===== src/rtl/aes_pkg.sv =====
// aes_pkg: key-size encoding, Nk/Nr constants, FSM states, S-box table and xtime helper
package aes_pkg;
  typedef enum logic [1:0] {
    KS_128 = 2'b00,
    KS_192 = 2'b01,
    KS_256 = 2'b10,
    KS_RSV = 2'b11
  } key_size_e;
  typedef enum logic [1:0] {
    S_IDLE,
    S_GEN,
    S_DRAIN
  } state_e;
  localparam logic [3:0] NK_128 = 4'd4;
  localparam logic [3:0] NK_192 = 4'd6;
  localparam logic [3:0] NK_256 = 4'd8;
  localparam logic [3:0] NR_128 = 4'd10;
  localparam logic [3:0] NR_192 = 4'd12;
  localparam logic [3:0] NR_256 = 4'd14;
  localparam logic [2047:0] SBOX = {
    128'h637c777bf26b6fc53001672bfed7ab76,
    128'hca82c97dfa5947f0add4a2af9ca472c0,
    128'hb7fd9326363ff7cc34a5e5f171d83115,
    128'h04c723c31896059a071280e2eb27b275,
    128'h09832c1a1b6e5aa0523bd6b329e32f84,
    128'h53d100ed20fcb15b6acbbe394a4c58cf,
    128'hd0efaafb434d338545f9027f503c9fa8,
    128'h51a3408f929d38f5bcb6da2110fff3d2,
    128'hcd0c13ec5f974417c4a77e3d645d1973,
    128'h60814fdc222a908846eeb814de5e0bdb,
    128'he0323a0a4906245cc2d3ac629195e479,
    128'he7c8376d8dd54ea96c56f4ea657aae08,
    128'hba78252e1ca6b4c6e8dd741f4bbd8b8a,
    128'h703eb5664803f60e613557b986c11d9e,
    128'he1f8981169d98e949b1e87e9ce5528df,
    128'h8ca1890dbfe6426841992d0fb054bb16
  };
  function automatic logic [7:0] sbox(input logic [7:0] b);
    return SBOX[2047 - 8 * int'(b) -: 8];
  endfunction
  function automatic logic [7:0] xtime(input logic [7:0] b);
    return {b[6:0], 1'b0} ^ (b[7] ? 8'h1b : 8'h00);
  endfunction
endpackage


===== src/rtl/aes_sub_word.sv =====
// aes_sub_word: 32-bit SubWord, four parallel combinational S-boxes
module aes_sub_word
  import aes_pkg::*;
(
  input  logic [31:0] i_word,
  output logic [31:0] o_word
);
  for (genvar b = 0; b < 4; b++) begin : g_sb
    assign o_word[8*b +: 8] = sbox(i_word[8*b +: 8]);
  end
endmodule


===== src/rtl/aes_key_expander.sv =====
// aes_key_expander: one-word-per-cycle AES key schedule streaming 128-bit round keys; AES_KEY_EXP_192_256_EN adds AES-192/256
module aes_key_expander
  import aes_pkg::*;
#(
  parameter int KEY_W = 256
) (
  input  logic             clk,
  input  logic             rst,
  input  logic             start,
  input  logic [KEY_W-1:0] key,
  input  logic [1:0]       key_size,
  output logic             busy,
  output logic             rk_valid,
  input  logic             rk_ready,
  output logic [3:0]       rk_idx,
  output logic [127:0]     rk_data,
  output logic             done
);
`ifdef AES_KEY_EXP_192_256_EN
  localparam int HIST = 8;
`else
  localparam int HIST = 4;
`endif
  state_e r_state, w_next;
  logic [KEY_W-1:0] r_key;
  logic [32*HIST-1:0] r_hist;
  logic [95:0] r_acc;
  logic [5:0] r_i;
  logic [3:0] r_mcnt;
  logic [7:0] r_rcon;
  logic [127:0] r_rk_data;
  logic [3:0] r_rk_idx;
  logic r_rk_valid;
  logic [3:0] w_nk, w_nr;
  logic [31:0] w_prev, w_back, w_rot, w_sub_in, w_sub_out, w_temp, w_new;
  logic w_key_word, w_grp_end, w_last, w_adv, w_accept, w_rcon_use;
  assign w_prev = r_hist[31:0];
  assign w_rot = {w_prev[23:0], w_prev[31:24]};
`ifdef AES_KEY_EXP_192_256_EN
  logic [1:0] r_ks;
  assign w_nk = r_ks == KS_192 ? NK_192 : r_ks == KS_256 ? NK_256 : NK_128;
  assign w_nr = r_ks == KS_192 ? NR_192 : r_ks == KS_256 ? NR_256 : NR_128;
  assign w_back = r_ks == KS_192 ? r_hist[191:160] : r_ks == KS_256 ? r_hist[255:224] : r_hist[127:96];
  assign w_sub_in = r_mcnt == 4'd0 ? w_rot : w_prev;
  assign w_temp = r_mcnt == 4'd0 ? w_sub_out ^ {r_rcon, 24'h0} :
                  (r_ks == KS_256 && r_mcnt == 4'd4) ? w_sub_out : w_prev;
`else
  logic w_unused_ks;
  assign w_unused_ks = ^key_size;
  assign w_nk = NK_128;
  assign w_nr = NR_128;
  assign w_back = r_hist[127:96];
  assign w_sub_in = w_rot;
  assign w_temp = r_mcnt == 4'd0 ? w_sub_out ^ {r_rcon, 24'h0} : w_prev;
`endif
  aes_sub_word u_sub (
    .i_word(w_sub_in),
    .o_word(w_sub_out)
  );
  assign w_key_word = r_i < {2'b00, w_nk};
  assign w_new = w_key_word ? r_key[KEY_W-1 -: 32] : w_back ^ w_temp;
  assign w_grp_end = &r_i[1:0];
  assign w_last = r_i == {w_nr, 2'b11};
  assign w_adv = r_state == S_GEN && !(w_grp_end && r_rk_valid && !rk_ready);
  assign w_accept = r_state == S_IDLE && start;
  assign w_rcon_use = w_adv && !w_key_word && r_mcnt == 4'd0;
  assign busy = r_state != S_IDLE;
  assign done = r_state == S_DRAIN && r_rk_valid && rk_ready;
  assign rk_valid = r_rk_valid;
  assign rk_idx = r_rk_idx;
  assign rk_data = r_rk_data;
  // state register
  always_ff @(posedge clk or posedge rst)
    if (rst) r_state <= S_IDLE;
    else r_state <= w_next;
  // next state: drain waits for the final key to be taken
  always_comb begin
    w_next = r_state;
    case (r_state)
      S_IDLE:  if (start) w_next = S_GEN;
      S_GEN:   if (w_adv && w_last) w_next = S_DRAIN;
      S_DRAIN: if (r_rk_valid && rk_ready) w_next = S_IDLE;
      default: w_next = S_IDLE;
    endcase
  end
  // word generator, history, accumulator and round-key output register
  always_ff @(posedge clk or posedge rst) begin
    if (rst) begin
      r_key <= '0;
      r_hist <= '0;
      r_acc <= '0;
      r_i <= '0;
      r_mcnt <= '0;
      r_rcon <= 8'h01;
      r_rk_data <= '0;
      r_rk_idx <= '0;
      r_rk_valid <= 1'b0;
`ifdef AES_KEY_EXP_192_256_EN
      r_ks <= '0;
`endif
    end else begin
      if (w_accept) begin
        r_key <= key;
        r_i <= '0;
        r_mcnt <= '0;
        r_rcon <= 8'h01;
`ifdef AES_KEY_EXP_192_256_EN
        r_ks <= key_size;
`endif
      end else if (w_adv) begin
        r_key <= r_key << 32;
        r_hist <= {r_hist[32*HIST-33:0], w_new};
        r_i <= r_i + 6'd1;
        r_mcnt <= r_mcnt == w_nk - 4'd1 ? 4'd0 : r_mcnt + 4'd1;
        if (w_rcon_use) r_rcon <= xtime(r_rcon);
        if (!w_grp_end) r_acc <= {r_acc[63:0], w_new};
      end
      if (w_adv && w_grp_end) begin
        r_rk_data <= {r_acc, w_new};
        r_rk_idx <= r_i[5:2];
        r_rk_valid <= 1'b1;
      end else if (rk_ready) r_rk_valid <= 1'b0;
    end
  end
endmodule


===== config.mk =====
export PLATFORM = sky130hd
export DESIGN_NAME = aes_key_expander
export DESIGN_NICKNAME = d
export VERILOG_FILES = /design/src/rtl/aes_pkg.sv /design/src/rtl/aes_sub_word.sv /design/src/rtl/aes_key_expander.sv
export SDC_FILE = /design/constraint.sdc
export NUM_CORES = 2
export LEC_CHECK = 0
export ABC_CLOCK_PERIOD_IN_PS = 34400
export CAP_MARGIN = 25
export CELL_PAD_IN_SITES_DETAIL_PLACEMENT = 1
export CELL_PAD_IN_SITES_GLOBAL_PLACEMENT = 2
export CORE_ASPECT_RATIO = 1.5
export CORE_MARGIN = 5
export CORE_UTILIZATION = 37
export CTS_CLUSTER_DIAMETER = 30
export DETAILED_ROUTE_END_ITERATION = 10
export PLACE_DENSITY_LB_ADDON = 0.08
export SLEW_MARGIN = 0
export SYNTH_ARGS = -nofsm -noshare
export SYNTH_HDL_FRONTEND = slang
export SYNTH_SLANG_ARGS = --single-unit

===== constraint.sdc =====
create_clock -name clk -period 34.4 [get_ports clk]
set_input_delay 3.44 -clock clk [delete_from_list [all_inputs] [get_ports clk]]
set_output_delay 3.44 -clock clk [all_outputs]
set_load 0.05 [all_outputs]

* Yosys cells after proc, flatten, opt, wreduce, memory -nomap -nowiden
Cells that the tools add are included.
** Word-level totals
- Register bits after elaboration :: 633
- Bits of input ports :: 262
- Output and inout bits :: 135
- Logic and storage cells :: 77
** Cells by class
- Add/subtract/negate cells :: 6
- $lt $le $gt $ge :: 1
- Eq/ne operators :: 7
- Shift operators :: 4
- Multiplexer cells :: 19
- Bitwise operators :: 5
- Reduce and logical (&&, ||, !) cells :: 25
** Operator list (number)
- 2055-bit by 32-bit variable part select with 8-bit output, first input constant :: 4
- 256-bit two-way mux :: 2
- 32-bit two-way mux :: 2
- 32-bit XOR :: 2
- 11-bit by 11-bit subtractor with 12-bit output, first input constant :: 4
- 8-bit two-way mux :: 3
- 4-bit two-way mux :: 3
- 6-bit two-way mux :: 2
- 1-bit logical AND :: 11
- 2-bit nonzero test :: 4
- 8-bit by 5-bit XOR with 8-bit output :: 1
- 6-bit by 1-bit adder with 6-bit output, second input constant :: 1
- 6-bit == test, second input constant :: 1
- 6-bit by 3-bit less-than comparator with 1-bit output, second input constant :: 1
- 2-bit two-way mux :: 3
- 2-bit one-hot mux with 3 select lines :: 1
- 2-bit AND reduction :: 3
- 3-bit AND reduction :: 2
- 5-bit two-way mux :: 1
- 4-bit by 1-bit adder with 4-bit output, second input constant :: 1
- 4-bit by 2-bit == test with 1-bit output, second input constant :: 1
- 4-bit logical NOT :: 1
- 2-bit by 1-bit inequality test with 1-bit output, second input constant :: 2
- 1-bit logical NOT :: 3
- other kinds (6) :: 8

* Longest topological paths before layout
- Word-level depth :: 10
- Gate-level depth with buffers :: 16
- Depth with buffers taken out :: 11

* Modules after synthesis
Synthesis repeated with hierarchy kept, for this count alone.
** Second synthesis, totals
- Cell total of the unflattened synthesis :: 5280
- Area, all modules :: 40151.0 um^2
** Modules (own cells, without submodules)
- aes_key_expander :: times used 1, cells each 3026, area each 26516.7 um^2, seq. area each 15841.4 um^2
- aes_sub_word :: times used 1, cells each 2254, area each 13634.3 um^2, seq. area each 0.0 um^2

* Worst setup path before layout
No wires, ideal clock.
- Path kind :: input port to output port
- Start :: input port rk_ready
- End :: output port done
- Arrival :: 4676 ps
- Required time :: 30960 ps
- Slack :: 26284 ps
- Stages :: 2
- Buffers on the path :: 0
- Cells stage by stage :: nand2_1 -> nor3b_1
** Between the ends
- Word-level cells in the longest chain between the ends :: 1
** Ends and longest elaborated chain
- start: declaration :: RTL line aes_key_expander.sv:14 : input logic rk_ready,
- 1-bit logical AND :: RTL line aes_key_expander.sv:68 : assign done = r_state == S_DRAIN && r_rk_valid && rk_ready;
- end: declaration :: RTL line aes_key_expander.sv:17 : output logic done
No other way between the ends.

* Worst setup path in the final report
Same ends and word-level chain as after synthesis.

==> qor.csv <==
stage,metric,value,unit
clock_tree,cts_tree,done,
pwr,p_leak,21.3,nW
yosys,async_flop_share,100,%
worst_setup_path,cp.arrival,5260,ps
pwr,pwr_density_cell,133,nW/µm²
final_layout,syn_to_final_growth,22.0,%
route,dr.pass1.iters,6,
route,drtIter0Drc,4041,
yosys,synth_warnings,0,
run_status,status,"finished, final reports clean",
clock_tree,root_buffer,clkbuf_16,
global_route,top_usage_layer,met2,
route,drc,0,
sta,tightest_slew,1080,ps
yosys,synth_ff_type,dfrtp_1,
clock_tree,post-cts-setup-buffers,0,
sta,clock.fmax,115,MHz
sta,finalMaxSlewViolations,0,
clock_tree,clkTransAtPathRegs,50,ps
route,ant_nets,0,
sta,finalWorstSetupSlack,25700,ps
placed_design,gp_congestion,0.983,
sta,rsz0062_at_grt,false,
floorplanning,die_h,416,µm
global_route,grt_max_degree,239,
global_route,grt-ovfl-total,0,
global_route,grt_use_met1,36.3,%
floorplanning,coreArea,109000,µm²
clock_tree,cts_buffers,121,
sta,period_needed,8700,ps
sta,setup_viol_count_final,0,
clock_tree,clock_path_buffers,3,
floorplanning,die-area,117000,µm²
yosys,syn_area,40600,µm²
route,wirelength,186,mm
clock_tree,h-tree-depth,3,
worst_setup_path,critPathMaxFanout,3,
sta,fin_crit_sh,25.3,%
final_layout,layout.nets,5670,
yosys,synth_cell_types,107,
global_route,antenna_found_initial,25,
run,cap_violations,0,
final_layout,drive_gt1_share,8.72,%
clock_tree,cts.sinks,633,
placed_design,dp_slack,25850,ps
worst_setup_path,cp-end-kind,output pin,
sta,skew,94.8,ps
worst_setup_path,required,30960,ps
yosys,synthCells,5246,
worst_setup_path,critPathLaunchType,primary input,
route,vias,41100,
clock_tree,postCtsHoldBufs,0,
floorplanning,start_util,37.1,%
sta,tns,0,ps
yosys,synth_area_per_cell,7.74,µm²
global_route,gr-usage-met3,6.25,%
route,routedWlPerCell,27.0,µm
sta,max_slew_margin,27.7,%
global_route,grt_pass1_wl,276,mm
route,post_drt_via_cell_ratio,5.96,
worst_setup_path,worst-setup-path-type,primary input to output pin,
yosys,synth_edf_count,0,
pwr,p_total,6.59,mW
clock_tree,clock_latency,760,ps
clock_tree,post_cts_resized,0,
pwr,irDropWorstVdd,0.0732,mV
floorplanning,num_rows,149,
global_route,first_global_vias,41400,
sta,hold_viol,0,
yosys,synth_fp_nets,5571,
floorplanning,pin_count,397,
placed_design,dp_hpwl,128,mm
yosys,ys_seq_area_share,39.0,%
yosys,ys_ff_latch,633,
global_route,grtUsageMet2,52.5,%
global_route,track_usage,30.7,%
hold_path,hold_path_class,register to register,
placed_design,port_buffers,394,
floorplanning,die_w,281,µm
[routing by layer]
layer / wire, µm / vias to the layer above
met4: 11700 / 14
met3: 12000 / 457
met1: 70400 / 20500
met2: 92200 / 1556
li1: - / 18600
met5: 94 / -
[sequential cells by signal, summed over array words and instances (netlist names)]
signal    cells
r_key       256
r_hist      128
rk_data     128
r_acc        96
r_rcon        8
r_i           6
r_mcnt        4
rk_idx        4
r_state       2
rk_valid      1
[logic make-up (layout without fill, tap and decap cells)]
kind of cell,count (synthesis),in the layout,share of synthesized area (%)
xor gates and xnor gates,45,45,1.03
AOI/OAI and AO/OA,1303,1303,21.8
DFF,633,633,39.0
muxes,91,91,3.65
other,0,15,0
buffers and inverters,568,772,6.01
and+or+nand+nor,2542,2542,26.6
adders and majority gates,64,64,1.97
[worst paths after layout]
| check | start | slack, ps | cells past startpoint | endpoint |
|---|---|---|---|---|
| worst max-delay path | rk_ready | 25700 | 4 | done |
| worst min-delay path | r_hist[91] | 430 | 2 | r_hist[123] |
| worst max register to register | r_hist[1] | 29030 | 12 | r_hist[12] |
| worst min register to register | r_hist[91] | 430 | 2 | r_hist[123] |
| max in group asynchronous | rst | 28390 | 6 | r_hist[18] |
| min in group asynchronous | rst | 3200 | 2 | r_hist[36] |
[power breakdown]
part | internal [mW] | switching, mW
Sequential | 1.08 | 0.305
Clock | 0.823 | 0.439
Combinational | 1.24 | 2.69
[synthesized netlist by cell type, drive strengths merged (24+ instances only)]
library cell / instances / area share, %
a211oi: 45 / 0.84
a21oi: 211 / 2.6
a221oi: 26 / 0.58
a311oi: 47 / 1.0
a31oi: 313 / 4.8
and2: 30 / 0.47
and3: 24 / 0.37
buf: 166 / 2.3
clkbuf: 346 / 3.2
dfrtp: 632 / 39
ha: 63 / 1.9
inv: 49 / 0.45
mux2i: 33 / 0.81
mux4: 44 / 2.4
nand2: 1519 / 14
nand2b: 101 / 1.6
nand3: 153 / 1.9
nor2: 454 / 4.2
nor2b: 73 / 1.1
nor3: 74 / 0.92
o211ai: 61 / 1.1
o21ai: 239 / 3.0
o221ai: 37 / 0.81
o311ai: 43 / 0.95
o31ai: 32 / 0.59
or2: 37 / 0.57
xnor2: 24 / 0.57
[stage by stage]
step | cell area (µm²) | util [%] | hold WS (ps) | cells
2_1_floorplan | 40600 | - | 439 | 5246
3_3_place_gp | 44900 | 41.0 | 447 | 6648
3_5_place_dp | 44900 | 41.0 | 456 | 6650
4_1_cts | 49400 | 45.1 | 436 | 6878
5_1_grt | 49500 | 45.2 | 448 | 6889
6_report | 49500 | 45.3 | 429 | 6899
[final cells by class]
cell class | count | area (µm²)
Timing Repair Buffer | 488 | 4780
Inverter | 56 | 218
Clock buffer | 153 | 3400
Multi-Input combinational cell | 4045 | 22400
Clock inverter | 75 | 1040
Antenna cell | 15 | 37.5
Sequential cell | 633 | 15900
Fill cell | 13100 | 59900
Tap cell | 1434 | 1790
[worst max-delay path, stage by stage]
cell,delay [ps]
clkdlybuf4s50_1,520
nand2_1,90
nor3b_1,290
clkdlybuf4s50_1,920
[cells in the final DEF (no fill, tap or decap), drive strengths merged, types with 44 or more instances in the layout]
cell type and n:
o211ai 61, nor2b 73, ha 63, a21oi 211
nand2b 101, mux4 44, a31oi 313, o21ai 239
nor2 454, dfrtp 632, inv 56, nor3 74
a311oi 47, buf 94, clkdlybuf4s50 394, a211oi 45
clkbuf 153, nand3 153, clkinv 46, nand2 1519
(Power assumes the default switching activity.)
